$ cat config.mk
export PLATFORM = sky130hd
export DESIGN_NAME = otp_lc_macro_rsp
export DESIGN_NICKNAME = d
export VERILOG_FILES = /design/src/rtl/otp_lc_macro_rsp.sv
export SDC_FILE = /design/constraint.sdc
export NUM_CORES = 1
export LEC_CHECK = 0
export ABC_CLOCK_PERIOD_IN_PS = 5400
export BUFFER_PORTS_ARGS = -buffer_cell sky130_fd_sc_hd__buf_2
export CORE_AREA = 2 2 304 306
export DETAILED_ROUTE_END_ITERATION = 10
export DIE_AREA = 0 0 306 308
export PLACE_DENSITY = 0.63
export SLEW_MARGIN = 20
export SYNTH_ARGS = -nofsm -noshare
export SYNTH_HDL_FRONTEND = slang
export SYNTH_SLANG_ARGS = --single-unit
$ cat constraint.sdc
create_clock -name clk_i -period 5.4 [get_ports clk_i]
set_input_delay 0.54 -clock clk_i [delete_from_list [all_inputs] [get_ports clk_i]]
set_output_delay 0.54 -clock clk_i [all_outputs]
set_load 0.02 [all_outputs]
$ cat src/rtl/otp_lc_macro_rsp.sv
// -----------------------------------------------------------------------------
// otp_lc_macro_rsp
//
// Responder end of the OTP macro command interface for the life cycle partition
// window. Accepts single-word Read/Write commands over req/gnt, answers each one
// RspLatency cycles after the grant with a one-cycle rvalid strobe and an error
// code. The window is a write-once word array with OTP blank-check semantics:
// a write may only turn bits from 0 to 1.
//
// Ports:
//   clk_i, rst_ni   clock, asynchronous active-low reset
//   otp_req_i       command request, held until granted
//   otp_cmd_i       command code (only Read and Write are legal)
//   otp_size_i      native words minus one (only 0 is legal)
//   otp_wdata_i     write data (low OtpWidth bits used)
//   otp_addr_i      halfword address
//   err_inj_i       force MacroEccCorrError on this command (optional)
//   otp_gnt_o       command accepted (combinational from otp_req_i when idle)
//   otp_rvalid_o    one-cycle response strobe
//   otp_rdata_o     read data, zero-extended
//   otp_err_o       response code
//   busy_o          a command is outstanding
//
// Configuration:
//   OTP_LC_RSP_ERR_INJ_EN  when defined, adds err_inj_i. A command granted with
//                          err_inj_i high answers MacroEccCorrError unless an
//                          illegal-command or blank-check error takes priority;
//                          writes still update the array and reads still
//                          return data.
// -----------------------------------------------------------------------------
module otp_lc_macro_rsp #(
   parameter int                      OtpAddrWidth     = 10,
   parameter int                      OtpWidth         = 16,
   parameter int                      NumWords         = 44,
   parameter logic [OtpAddrWidth-1:0] BaseAddr         = 10'h3D0,
   parameter int                      RspLatency       = 2,   // legal range 1..7
   parameter int                      OtpSizeWidth     = 2,
   parameter int                      OtpIfWidth       = 64,
   parameter int                      ScrmblBlockWidth = 64,
   parameter int                      CmdWidth         = 7,
   parameter int                      ErrWidth         = 3
) (
   input  logic                        clk_i,
   input  logic                        rst_ni,
   input  logic                        otp_req_i,
   input  logic [CmdWidth-1:0]         otp_cmd_i,
   input  logic [OtpSizeWidth-1:0]     otp_size_i,
   input  logic [OtpIfWidth-1:0]       otp_wdata_i,
   input  logic [OtpAddrWidth-1:0]     otp_addr_i,
`ifdef OTP_LC_RSP_ERR_INJ_EN
   input  logic                        err_inj_i,
`endif
   output logic                        otp_gnt_o,
   output logic                        otp_rvalid_o,
   output logic [ScrmblBlockWidth-1:0] otp_rdata_o,
   output logic [ErrWidth-1:0]         otp_err_o,
   output logic                        busy_o
);

   // Command and error encodings of the OTP macro interface.
   localparam logic [CmdWidth-1:0] CmdRead  = 7'b1000101;
   localparam logic [CmdWidth-1:0] CmdWrite = 7'b0110111;

   localparam logic [ErrWidth-1:0] NoError              = 3'h0;
   localparam logic [ErrWidth-1:0] MacroError           = 3'h1;
   localparam logic [ErrWidth-1:0] MacroEccCorrError    = 3'h2;
   localparam logic [ErrWidth-1:0] MacroWriteBlankError = 3'h4;

   localparam int                  IdxWidth = $clog2(NumWords);
   localparam logic [2:0]          LatLoad  = 3'(RspLatency - 1);
   // One bit wider than the address so the top of the window cannot wrap.
   localparam logic [OtpAddrWidth:0] LastAddr =
      (OtpAddrWidth + 1)'(int'(BaseAddr) + NumWords - 1);

   typedef enum logic [1:0] {
      IdleSt = 2'b00,
      WaitSt = 2'b01,
      RspSt  = 2'b10
   } state_e;

   state_e                    state_q, state_d;
   logic [2:0]                cnt_q, cnt_d;
   logic [CmdWidth-1:0]       cmd_q, cmd_d;
   logic [OtpSizeWidth-1:0]   size_q, size_d;
   logic [OtpAddrWidth-1:0]   addr_q, addr_d;
   logic [OtpWidth-1:0]       wdata_q, wdata_d;
   logic                      inj_q, inj_d;
   logic                      fault_q, fault_d;  // sticky: FSM left its legal states
   logic [OtpWidth-1:0]       mem_q [NumWords];
   logic [OtpWidth-1:0]       mem_d [NumWords];

   logic                      err_inj;
   logic                      in_window;
   logic                      cmd_illegal;
   logic [OtpAddrWidth-1:0]   idx_full;
   logic [IdxWidth-1:0]       idx;
   logic                      unused_bits;

`ifdef OTP_LC_RSP_ERR_INJ_EN
   assign err_inj = err_inj_i;
`else
   assign err_inj = 1'b0;
`endif

   // The range check runs on the raw address; the subtraction is only
   // meaningful once the address is known to be inside the window.
   assign in_window   = (addr_q >= BaseAddr) && ({1'b0, addr_q} <= LastAddr);
   assign idx_full    = addr_q - BaseAddr;
   assign idx         = idx_full[IdxWidth-1:0];
   assign cmd_illegal = fault_q || !((cmd_q == CmdRead) || (cmd_q == CmdWrite)) ||
                        (size_q != '0) || !in_window;
   assign busy_o      = (state_q != IdleSt);

   assign unused_bits = ^{otp_wdata_i[OtpIfWidth-1:OtpWidth],
                          idx_full[OtpAddrWidth-1:IdxWidth]};

   always_comb begin
      // NOTE: every signal written here gets a default first, so no path
      // through the case statement can leave one unassigned and infer a latch.
      state_d      = state_q;
      cnt_d        = cnt_q;
      cmd_d        = cmd_q;
      size_d       = size_q;
      addr_d       = addr_q;
      wdata_d      = wdata_q;
      inj_d        = inj_q;
      fault_d      = fault_q;
      mem_d        = mem_q;
      otp_gnt_o    = 1'b0;
      otp_rvalid_o = 1'b0;
      otp_rdata_o  = '0;
      otp_err_o    = NoError;

      case (state_q)
         IdleSt: begin
            otp_gnt_o = otp_req_i;
            if (otp_req_i) begin
               cmd_d   = otp_cmd_i;
               size_d  = otp_size_i;
               addr_d  = otp_addr_i;
               wdata_d = otp_wdata_i[OtpWidth-1:0];
               inj_d   = err_inj;
               cnt_d   = LatLoad;
               if (RspLatency == 1) state_d = RspSt;
               else                 state_d = WaitSt;
            end
         end
         WaitSt: begin
            cnt_d = cnt_q - 3'd1;
            if (cnt_d == 3'd0) state_d = RspSt;
         end
         RspSt: begin
            otp_rvalid_o = 1'b1;
            state_d      = IdleSt;
            if (cmd_illegal) begin
               otp_err_o = MacroError;
            end else if ((cmd_q == CmdWrite) && ((mem_q[idx] & ~wdata_q) != '0)) begin
               otp_err_o = MacroWriteBlankError;
            end else begin
               if (cmd_q == CmdWrite) begin
                  mem_d[idx] = mem_q[idx] | wdata_q;
               end else begin
                  otp_rdata_o = {{(ScrmblBlockWidth - OtpWidth){1'b0}}, mem_q[idx]};
               end
               otp_err_o = inj_q ? MacroEccCorrError : NoError;
            end
         end
         default: begin
            state_d = IdleSt;
            fault_d = 1'b1;
         end
      endcase
   end

   // NOTE: state is updated only with non-blocking assignments so every flop
   // samples its _d value from the same edge regardless of statement order.
   always_ff @(posedge clk_i or negedge rst_ni) begin
      if (!rst_ni) begin
         state_q <= IdleSt;
         cnt_q   <= '0;
         cmd_q   <= '0;
         size_q  <= '0;
         addr_q  <= '0;
         wdata_q <= '0;
         inj_q   <= 1'b0;
         fault_q <= 1'b0;
         // NOTE: the array must read blank after every reset, so it is built
         // from resettable flops rather than a RAM macro.
         for (int i = 0; i < NumWords; i++) mem_q[i] <= '0;
      end else begin
         state_q <= state_d;
         cnt_q   <= cnt_d;
         cmd_q   <= cmd_d;
         size_q  <= size_d;
         addr_q  <= addr_d;
         wdata_q <= wdata_d;
         inj_q   <= inj_d;
         fault_q <= fault_d;
         mem_q   <= mem_d;
      end
   end

endmodule

==> results of run 1 <==
## layout make-up
type	instances	area [um2]	share of cell area, %
Multi-Input combinational cell	1767	16100	38.9
Inverter	19	71.3	0.172
Sequential cell	745	18700	45.0
Antenna cell	2	5.00	0.0121
Timing Repair Buffer	241	2260	5.45
Clock buffer	129	2530	6.11
Tap cell	1186	1480	3.58
Clock inverter	21	312	0.752
## logic make-up after synthesis
| family | share of synthesized area [%] |
|---|---|
| other | 0.0104 |
| multiplexers | 30.2 |
| buffers and inverters | 4.43 |
| AO/OA/AOI/OAI | 8.70 |
| adder cells (fa/ha/maj) | 0.208 |
| AND/OR/NAND/NOR | 4.78 |
| flip-flops | 51.7 |
## synth_stat cells, drive strengths merged (9+ instances only)
library cell,number
nor2,51
mux2i,169
nand3b,15
o2bb2ai,33
nand2b,19
nor3,9
buf,157
a21oi,83
inv,19
nand2,75
dfrtp,745
o22ai,15
a31oi,14
nor2b,16
and3,17
mux2,785
or2,11
a221o,25
o21ai,90
a22o,12
nand3,47
clkbuf,134
mux4,15
a22oi,24
a211oi,33
a221oi,43
## flip-flops by register name, summed over array words and instances (netlist names)
signal and cells:
addr_q 10, state_q 2, size_q 2, cmd_q 7, fault_q 1, wdata_q 16, mem_q 704, cnt_q 3
## power by group through the flow
stage,Clock [mW],Sequential [mW],Combinational [mW]
floorplan,0,5.92,4.75
global placement,0,6.19,8.16
detailed placement,0,6.19,8.30
CTS,5.94,6.09,8.39
global route,6.19,6.09,9.00
finish,5.84,6.08,8.72
## path summary, 6_finish.rpt
kind | start | to | cells after the start
max reg2reg | addr_q[2]$_DFFE_PN0P_ | mem_q[374]$_DFFE_PN0P_ | 10
min in group asynchronous | rst_ni | mem_q[85]$_DFFE_PN0P_ | 2
max in group asynchronous | rst_ni | mem_q[5]$_DFFE_PN0P_ | 4
min | otp_addr_i[1] | addr_q[1]$_DFFE_PN0P_ | 3
max | addr_q[1]$_DFFE_PN0P_ | otp_err_o[2] | 12
min reg2reg | fault_q$_DFFE_PN0N_ | fault_q$_DFFE_PN0N_ | 1
## layer usage
| metal | GRT usage [%] | vias up |
|---|---|---|
| li1 | - | 10300 |
| met1 | 31.6 | 13000 |
| met2 | 38.3 | 1072 |
| met3 | 5.31 | 290 |
| met4 | 11.2 | 4 |
| met5 | 0 | - |
## stage by stage
step | setup slack (ns) | cells | hold slack, ns | area, um2 | util, %
2_1_floorplan | 0.991 | 2821 | 0.244 | 36200 | -
3_3_place_gp | 0.473 | 3949 | 0.449 | 38400 | 42.2
3_5_place_dp | 0.413 | 3949 | 0.462 | 38400 | 42.2
4_1_cts | 0.0109 | 4104 | 0.0602 | 41300 | 45.4
5_1_grt | 0.0326 | 4108 | 0.113 | 41400 | 45.5
6_report | 0.118 | 4110 | 0.110 | 41400 | 45.5
## timing repair
action,4_1_cts,5_1_grt
endpoints found under the hold margin,0,40
cloned,1,0
endpoints found under the setup margin,2,1
buffers inserted,4,2
hold buffers,0,1
resized for setup,2,6
## worst register-to-register path, cell delays in order (launching register included)
cell	delay [ns]
dfrtp_4	0.68
buf_4	0.32
nor3_4	0.79
a21boi_0	0.48
nor4_1	0.55
nand3_1	0.15
buf_4	0.21
nor4_4	0.74
nor3b_4	0.39
buf_12	0.22
mux2_2	0.37
==> flow_summary.json, run 1 <==
{
  "r2r_setup_slack_ns": 0.37,
  "comb_power_share_pct": 42.2,
  "p_leak_nw": 20.1,
  "p_int_mw": 11.7,
  "yosysUniqueCellTypes": 78,
  "worstMarginPinSlew_ns": 1.20,
  "grtUsageTotal_pct": 24.2,
  "finalHoldViolCount": 0,
  "cts_root_buf": "clkbuf_16",
  "globalplace.congestion": 0.933,
  "power_mw": 20.6,
  "cap_violations": 0,
  "dp_hpwl_mm": 73.3,
  "outcome": "finished, final reports clean",
  "fmax_mhz": 189,
  "drive_above_1_share_pct": 42.7,
  "ys_ff_latch": 745,
  "clockBufferDepth": 3,
  "cp_cell_sequence": "buf_12, mux2_2, a221oi_1, nor2_1, o22ai_1, o32ai_1, or4_1, nor4_2, buf_4, a21oi_1, buf_4, buf_2",
  "vias_per_cell": 6.00,
  "layout_common_cells": "785 x mux2_2, 741 x dfrtp_1, 169 x mux2i_1, 136 x buf_4, 90 x o21ai_0",
  "fin_nets": 2947,
  "hold_class": "input port to register",
  "synth_top_area_cell": "dfrtp_1",
  "maxUsedRoutingLayer": "met5",
  "wl_mm": 114,
  "core-area_um2": 91000,
  "period_needed_ns": 5.28,
  "worst-endpoint-arrival_ns": 4.74,
  "ys_async_sr_fraction_pct": 100,
  "avgSynthCellArea_um2": 13.0,
  "die_h_um": 308,
  "rsz0062_at_grt": "false",
  "setup_viol_count_final": 0,
  "wl_per_cell_um": 27.8,
  "route.met3.wl_mm": 9.54,
  "cp_max_fo": 19,
  "crit_buf_inv": 4,
  "wl_met1_mm": 46.8,
  "skew_ns": 0.0251,
  "clk_latency_ns": 0.64,
  "syn_inst": 2773,
  "initialDrtViolationCount": 2348,
  "tritoncts": "built",
  "crit_required_ns": 4.86,
  "ys_warn_count": 0,
  "cts_buffers": 81,
  "p_clk_share_pct": 28.3,
  "p_sw_mw": 8.97,
  "io_buffer_count": 58,
  "crit_type": "register to output port",
  "cellPowerDensity_nw_per_um2": 498,
  "io_pins": 156,
  "start_util_pct": 39.6,
  "die_w_um": 306,
  "cpMaxStageDelayCell": "dfrtp_4",
  "worstSetupStartpointType": "register",
  "ant_nets": 0,
  "swShare_pct": 43.4,
  "synth.cell_area_um2": 36000,
  "synthTopCellsByArea": "dfrtp_1 52%, mux2_2 25%, mux2i_1 4.7%",
  "cp_top_family": "simple AND/OR/NAND/NOR gates",
  "clk_pin_slew_ns": 0.06,
  "maxSlewViolCount": 0,
  "area_growth_pct": 14.9,
  "gr-total-overflow": 0,
  "slew_headroom_pct": 19.4,
  "antenna_found_initial": 6,
  "crit_top_cell": "buf_4",
  "end_kind": "output port",
  "htreeDepth": 3,
  "yosysTopAreaCellShare_pct": 51.7,
  "cp_slowest_stage_delay_ns": 0.68,
  "final_common_cell": "mux2_2",
  "dr.pass1.iters": 5,
  "synth_edf_count": 0,
  "synth_flop_cell": "dfrtp_1",
  "seqPwrFrac_pct": 29.5,
  "fin_crit_sh_pct": 97.8,
  "numClockSinks": 745,
  "setup_tns_ns": 0,
  "fillers": 8024,
  "remaining_drc_errors": 0,
  "wl_met2_mm": 52.3,
  "rows": 111,
  "ir_drop_mv": 0.432,
  "grt_pass1_vias": 25500,
  "dieArea_um2": 94200,
  "ys_seq_area_share_pct": 51.7,
  "grt_pass1_wl_mm": 169,
  "grt_max_degree": 168,
  "vias": 24700
}
No activity file was read; power rests on OpenSTA's default activity.
==> run 2: changes to the inputs <==
Settings changed: GPL_TIMING_DRIVEN from default to 0.
==> run 2 against run 1 <==
  * The flow now finishes with violations (setup timing)
  * Routed wire length increased by 28%
  * Design area rose by 2.3%
  * Critical path depth rose by 1
  * Worst setup slack worse by 0.26 ns
  * Sequential power fell by 2%
  * Sequential share of layout area decreased by 1.0 points
  * Non-clock buffer count is 148 higher
  * Clock power decreased by 3%
  * Largest power group unchanged
==> flow_summary.json, run 2 (synthesized netlist as in run 1, its figures left out) <==
{
  "crit_type": "register to output port",
  "start_util_pct": 39.6,
  "p_leak_nw": 20.5,
  "num_antenna_cells": 0,
  "layout_common_cells": "785 x mux2_2, 745 x dfrtp_1, 168 x mux2i_1, 112 x buf_4, 101 x clkbuf_1",
  "end_kind": "output port",
  "fin_nets": 3095,
  "gr-total-overflow": 0,
  "htreeDepth": 3,
  "cellPowerDensity_nw_per_um2": 542,
  "fin_area_um2": 42400,
  "die_w_um": 306,
  "dr.pass1.iters": 6,
  "hold_class": "input port to register",
  "fin_crit_sh_pct": 103,
  "grtUsageMet2_pct": 44.7,
  "die_h_um": 308,
  "largest_register_ffs": 704,
  "io_buffer_count": 58,
  "worstSetupStartpointType": "register",
  "clockBufferDepth": 3,
  "use_met3_pct": 7.66,
  "violations": "setup timing",
  "wl_per_cell_um": 34.3,
  "grt_pass1_vias": 26100,
  "utilization_pct": 46.6,
  "globalplace.congestion": 1.00,
  "wl_mm": 146,
  "ant_nets": 0,
  "crit_required_ns": 4.86,
  "numClockSinks": 745,
  "period_needed_ns": 5.54,
  "finalHoldViolCount": 0,
  "fmax_mhz": 181,
  "vias": 26600,
  "dieArea_um2": 94200,
  "skew_ns": 0.0298,
  "area_growth_pct": 17.5,
  "clk_latency_ns": 0.66,
  "setup_viol_count_final": 55,
  "ir_drop_mv": 0.276,
  "top_register": "mem_q",
  "dp_hpwl_mm": 101,
  "io_pins": 156,
  "antenna_found_initial": 10,
  "outcome": "finished, violations left",
  "top_usage_layer": "met2",
  "vias_per_cell": 6.24,
  "drive_above_1_share_pct": 44.2,
  "cts_buffers": 81,
  "setup_slack_ns": -0.139,
  "cts_root_buf": "clkbuf_16",
  "grt_pass1_wl_mm": 203,
  "initialDrtViolationCount": 3060,
  "rsz0062_at_grt": "true",
  "cp_max_fo": 10,
  "core-area_um2": 91000,
  "slew_headroom_pct": 20.0,
  "worstMarginPinSlew_ns": 1.20,
  "worst-endpoint-arrival_ns": 5.00,
  "clk_pin_slew_ns": 0.07,
  "maxSlewViolCount": 0,
  "reg.largest.list": "mem_q: 704 flops, wdata_q: 16 flops, addr_q: 10 flops",
  "grtUsageMet1_pct": 41.6,
  "grtUsageTotal_pct": 30.8,
  "final_common_cell": "mux2_2",
  "grt_max_degree": 97,
  "postPlaceCellArea_um2": 38400,
  "rows": 111,
  "remaining_drc_errors": 0,
  "cap_violations": 0,
  "tritoncts": "built"
}
==> run 2: cell types whose count changed in the layout (fill, tap and decap cells not counted), sizes merged <==
cell	previous run	this run
bufinv	6	4
clkdlybuf4s18	0	1
clkinvlp	3	4
nor2	51	52
diode	2	0
clkbuf	129	255
clkinv	9	15
nor2b	17	16
buf	240	254
inv	22	20
==> run 2: worst max-delay path, cell delays in order, from the launching register on <==
cell	delay, ns
dfrtp_1	0.33
buf_4	0.21
buf_6	0.26
nor2b_2	0.45
clkbuf_2	0.54
clkbuf_2	0.55
o2bb2ai_1	0.20
a21oi_1	0.15
a211oi_4	0.45
a31oi_4	0.13
o2111ai_4	0.42
nor2_4	0.11
a21oi_2	0.26
buf_2	0.22
==> run 2: routing by layer <==
metal | vias up | wire length (um)
li1 | 10600 | -
met1 | 13800 | 59000
met2 | 1661 | 61600
met3 | 458 | 14900
met4 | 10 | 10300
met5 | - | 98
==> run 2: cell type report <==
type                    instances  area [um2]
clock buffers                 122        2420
fillers                      8261       48600
flip-flops and latches        745       18600
well taps                    1186        1480
clock inverters                24         235
multi-input cells            1767       16500
repair buffers                101         842
inverters                      19        75.1
plain buffers                 288        2130
==> run 2: repair_timing <==
action                                 in CTS  in global routing
setup endpoints to repair                 722                443
resized for setup                         273                 64
hold buffers                                1                  0
pin swaps                                  18                 13
cloned                                      1                  0
buffers inserted                           26                  3
endpoints found under the hold margin      27                  0
==> run 2: power breakdown <==
group          switching (mW)  leakage [nW]  internal, mW  total (mW)
Sequential              0.231          10.3          5.74        5.97
Combinational            8.48          8.84          2.83        11.3
Clock                    2.40          1.31          3.28        5.68
Total                    11.1          20.5          11.8        22.9
==> run 2: through the flow <==
| step | setup WS, ns | power [mW] | cells | hold slack [ns] | TNS (ns) |
|---|---|---|---|---|---|
| final | -0.139 | 22.9 | 4252 | 0.112 | -0.740 |
| after detailed placement | -2.30 | 15.6 | 4078 | 0.419 | -1183.92 |
| after floorplan | 0.991 | 10.7 | 2821 | 0.244 | 0 |
| after CTS | -0.0722 | 22.2 | 4249 | 0.0916 | -0.359 |
| after global placement | -12.72 | 15.5 | 4065 | 0.460 | - |
| after global routing | -0.00894 | 23.2 | 4252 | 0.115 | -0.00894 |
==> run 2: path summary, 6_finish.rpt <==
kind / slack (ns) / cells past startpoint / start / to
min in group asynchronous: 0.35 / 2 / rst_ni / cnt_q[1]$_DFFE_PN0P_
max in group asynchronous: 3.40 / 5 / rst_ni / mem_q[568]$_DFFE_PN0P_
hold reg to reg: 0.47 / 1 / fault_q$_DFFE_PN0N_ / fault_q$_DFFE_PN0N_
hold / removal: 0.11 / 3 / otp_wdata_i[5] / wdata_q[5]$_DFFE_PN0P_
setup / recovery: -0.14 / 13 / addr_q[2]$_DFFE_PN0P_ / otp_err_o[2]
setup reg to reg: -0.03 / 18 / addr_q[2]$_DFFE_PN0P_ / mem_q[600]$_DFFE_PN0P_
